`config.mk`:
```
export PLATFORM = sky130hd
export DESIGN_NAME = gray_counter
export DESIGN_NICKNAME = d
export VERILOG_FILES = /design/src/rtl/gray_counter.sv
export SDC_FILE = /design/constraint.sdc
export NUM_CORES = 1
export LEC_CHECK = 0
export CORE_MARGIN = 2
export CORE_UTILIZATION = 40
export DETAILED_ROUTE_END_ITERATION = 12
export PLACE_DENSITY_LB_ADDON = 0.12
export REMOVE_ABC_BUFFERS = 1
export SLEW_MARGIN = 10
export SYNTH_ARGS = -nofsm -noshare
export SYNTH_HDL_FRONTEND = slang
export SYNTH_SLANG_ARGS = --single-unit
```
`constraint.sdc`:
```
create_clock -name clk -period 2.45 [get_ports clk]
set_input_delay 0.3675 -clock clk [delete_from_list [all_inputs] [get_ports clk]]
set_output_delay 0.3675 -clock clk [all_outputs]
set_load 0.02 [all_outputs]
```
`src/rtl/gray_counter.sv`:
```
// gray_counter: registered up/down binary counter with Gray-coded view, parallel load and wrap pulse
module gray_counter #(
  parameter int N = 8
) (
  input  logic         clk,
  input  logic         reset_n,
  input  logic         en,
  input  logic         up_dn,
  input  logic         load,
  input  logic         load_is_gray,
  input  logic [N-1:0] load_val,
  output logic [N-1:0] bin_count,
  output logic [N-1:0] gray_count,
  output logic         wrap
);
  logic [N-1:0] bin_q, bin_d, gray_q, gray_d, load_bin;
  logic         wrap_q, wrap_d;
  always_comb begin
    load_bin = load_val;
    for (int i = N - 2; i >= 0; i--) load_bin[i] = load_bin[i+1] ^ load_val[i];
    bin_d  = load ? (load_is_gray ? load_bin : load_val) :
             en   ? (up_dn ? bin_q + N'(1) : bin_q - N'(1)) : bin_q;
    wrap_d = !load && en && (up_dn ? &bin_q : ~|bin_q);
    gray_d = bin_d ^ (bin_d >> 1);
  end
  always_ff @(posedge clk) begin
    if (!reset_n) begin
      bin_q  <= '0;
      gray_q <= '0;
      wrap_q <= 1'b0;
    end else begin
      bin_q  <= bin_d;
      gray_q <= gray_d;
      wrap_q <= wrap_d;
    end
  end
  assign bin_count  = bin_q;
  assign gray_count = gray_q;
  assign wrap       = wrap_q;
endmodule

```
==> results by group <==
GRT
  • Antenna violations before repair: 0
  • Vias in the first global route: approximately 1100
  • GRT Total Usage: about a fifth
  • Total gr overflow: 0
  • First-pass GRT wire length: just under 5000 um
  • Largest net degree at the start of global routing: 16

Worst setup path
  • Crit path DAT: 2.54 ns
  • Cell count of the worst reg-to-reg path: 10
  • Max stage delay cell, worst path: fa_2
  • Critical path launch point type: primary input
  • Worst reg2reg setup slack: about 0.18 ns
  • Slowest Stage Delay on Critical Path: 0.39 ns
  • R2R Path End: gray_count[6]
  • CP endpoint kind: flip-flop
  • CP bufs+invs: 3
  • Worst setup path start: up_dn
  • CP cell instances: dlygate4sd2_1 > buf_4 > fa_2 > nor2b_2 > o21a_1 > o211a_1 > nor3_1 > or3b_1 > buf_4 > a21oi_1 > mux2_2
  • WP data required: 2.68 ns
  • CP top delay family: buffers and inverters
  • R2r startpoint: bin_count[1]
  • Crit Path Max Fanout: 3
  • Crit Path Class: primary input to flip-flop
  • Crit path top cell by count: buf_4

Clock network
  • CTS Buffer Depth: 2
  • Sink Count: 16
  • Clock latency on the worst-skew pair: around 0.28 ns
  • CTS tree: yes
  • H-tree depth: 1
  • Cts bufs inserted: 3
  • Root buf cell: clkbuf_4
  • Clock transition at path regs: approximately 0.080 ns

Synthesis
  • Yosys warnings: 0
  • Ys flop type: dfxtp_1
  • Mean Syn Cell Area: 8.84 sq um
  • Post-synthesis async set-or-reset flop share: 0%
  • Seq/Total Area, Yosys: a little over a quarter
  • Cells after Synth: between 100 and 150
  • Synth Register Bits: 16
  • Distinct cell type count after synthesis: 41
  • Cell Area, Synth: about 1200 sq um
  • EDFF count, synth: 0

Finish
  • Layout cell share with drive strength beyond 1: 24.1%
  • P&R area growth vs syn: 49.8%
  • Antenna Cells: 0
  • Nets: roughly 220

Timing
  • Slew @ Worst Pin: about 0.36 ns
  • RSZ-0062 raised after global routing: false
  • Endpoints failing setup: 0
  • Final period util: a little over nine tenths
  • Final-report hold violation count: 0
  • Worst rel slew slack: between 70% and 80%
  • FMAX: 433 MHz
  • Post-layout worst setup margin: 0.138 ns
  • Slew Viols, Final: 0
  • Clk_skew: a little under 0.004 ns
  • Tmin final: 2.31 ns
  • Fin Setup TNS: 0 ns

Power and ir drop
  • Power Dens Cells: 561 nW/um^2
  • Switch Pwr: roughly 0.34 mW
  • Switching part of the total power: about a third
  • P_int: between 0.6 and 0.7 mW
  • Peak VDD IR: just over 0.0006 V
  • Combinational share of power: a little over half
  • Sequential Power Share: about a third
  • Leak: 0.802 nW
  • Clock power frac: between 10% and 20%
  • Design Power: 0.989 mW

Drt
  • WL/cell: about 13 um
  • DRT Wirelength: 3030 um
  • Via count: 1163
  • Antenna-violating nets left: 0
  • Vias/cell: 5.15
  • DR pass1 iterations: 4
  • DRC: 0
  • Initial DRC Count: 22

Floorplanning
  • Core ar.: about 2800 sq um
  • Die W: 58.2 um
  • Chip height: between 50 and 60 um
  • DIE AREA: around 3400 sq um
  • Top Ports: 31
  • Initial Util: 42.3%
  • Row Count: 19

Placed design
  • Port Buffers: 30
  • Setup slack after placement: -0.402 ns
  • Detailed placement HPWL: about 2400 um
  • Gpl congestion: ~0.86

Min path
  • Hold path start: bin_count[5]
  • Worst Hold Class: flip-flop to flip-flop
  • Worst Hold Endpoint: wrap
  • Hold Path Depth: 3

Outcome
  • Status: completed

Flow run
  • Max_cap viols: 0
## layer usage
metal | vias to the layer above | share of wire (%) | GRT usage [%]
li1 | 598 | - | -
met1 | 524 | 47 | 25.7
met2 | 32 | 46 | 30.4
met3 | 9 | 3.5 | 4.24
met4 | 0 | 3.1 | 6.64
met5 | - | 0 | 0
## synthesized netlist by cell type, types with 4 or more instances
cell type,instances,area (sq um)
dfxtp_1,16,320
nor2_1,11,41.3
a21oi_1,10,50.1
xnor2_1,10,87.6
nand2_1,8,30.0
xor2_1,8,70.1
ha_1,6,75.1
nor2b_1,6,37.5
a211oi_1,4,30.0
inv_1,4,15.0
nor3_1,4,20.0
## power by group through the flow
| stage | Sequential, mW | Combinational [mW] | Clock [mW] |
|---|---|---|---|
| after floorplan | 0.379 | 0.232 | 0 |
| after global placement | 0.329 | 0.509 | 0 |
| after detailed placement | 0.330 | 0.515 | 0 |
| after CTS | 0.324 | 0.532 | 0.134 |
| after global routing | 0.327 | 0.579 | 0.146 |
| final | 0.324 | 0.534 | 0.131 |
## state kept, by name (all words and copies together) (netlist names)
name and flops:
gray_count 7, bin_count 8, wrap 1
## how the worst max path moves through the flow
| stage | slack, ns | endpoint | cells after the start |
|---|---|---|---|
| after global routing | 0.05 | gray_count[6] | 10 |
| after global placement | -0.36 | gray_count[6] | 10 |
| final | 0.14 | gray_count[6] | 11 |
| after CTS | 0.04 | gray_count[0] | 8 |
| after detailed placement | -0.40 | gray_count[6] | 10 |
| after floorplan | 0.05 | gray_count[6] | 9 |
## metrics by stage
step	hold WS (ns)	instances	cell area [sq um]	utilization (%)
floorplan	0.489	129	1140	-
global placement	0.638	218	1690	60.9
detailed placement	0.657	218	1690	60.9
CTS	0.668	226	1750	63.1
global route	0.689	226	1760	63.3
finish	0.663	226	1760	63.3
## final cells by class
cell class	count	area [sq um]
multi-input combinational	108	815
timing repair buffer	63	547
fill	234	1020
inverter	5	18.8
tap	31	38.8
sequential	16	320
clock buffer	3	22.5
## layout by cell type (no fill, tap or decap), types with 3 or more instances in the layout
cell type	count
buf_4	33
clkdlybuf4s50_1	29
dfxtp_1	16
nor2_1	11
xnor2_1	10
a21oi_1	10
nand2_1	8
xor2_1	8
ha_1	6
nor2b_1	5
a211oi_1	4
inv_1	3
a21o_1	3
nor3_1	3
and3_1	3
nand4_1	3
and2_1	3
clkbuf_4	3
## logic make-up after synthesis
kind of cell / count (synthesis) / synth area share, %
multiplexers: 4 / 3.94
AND/OR/NAND/NOR: 48 / 21.5
XOR/XNOR: 21 / 19.4
flip-flops: 16 / 27.2
adder cells (fa/ha/maj): 7 / 8.09
buffers and inverters: 9 / 4.36
AO/OA/AOI/OAI: 28 / 15.5
## tightest hold or removal path, cell delays in order (launching register included)
cell and delay (ns):
dfxtp_1 0.36, nand4_1 0.09, or3_1 0.09, a211oi_1 0.07
## what timing repair did
| action | 4_1_cts | 5_1_grt |
|---|---|---|
| setup endpoints to repair | 2 | 3 |
| cloned | 0 | 0 |
| hold buffers | 0 | 0 |
| setup buffers | 5 | 0 |
| resized for setup | 3 | 2 |
| pin swaps | 1 | 1 |
Power figures use the tool's default switching activity.
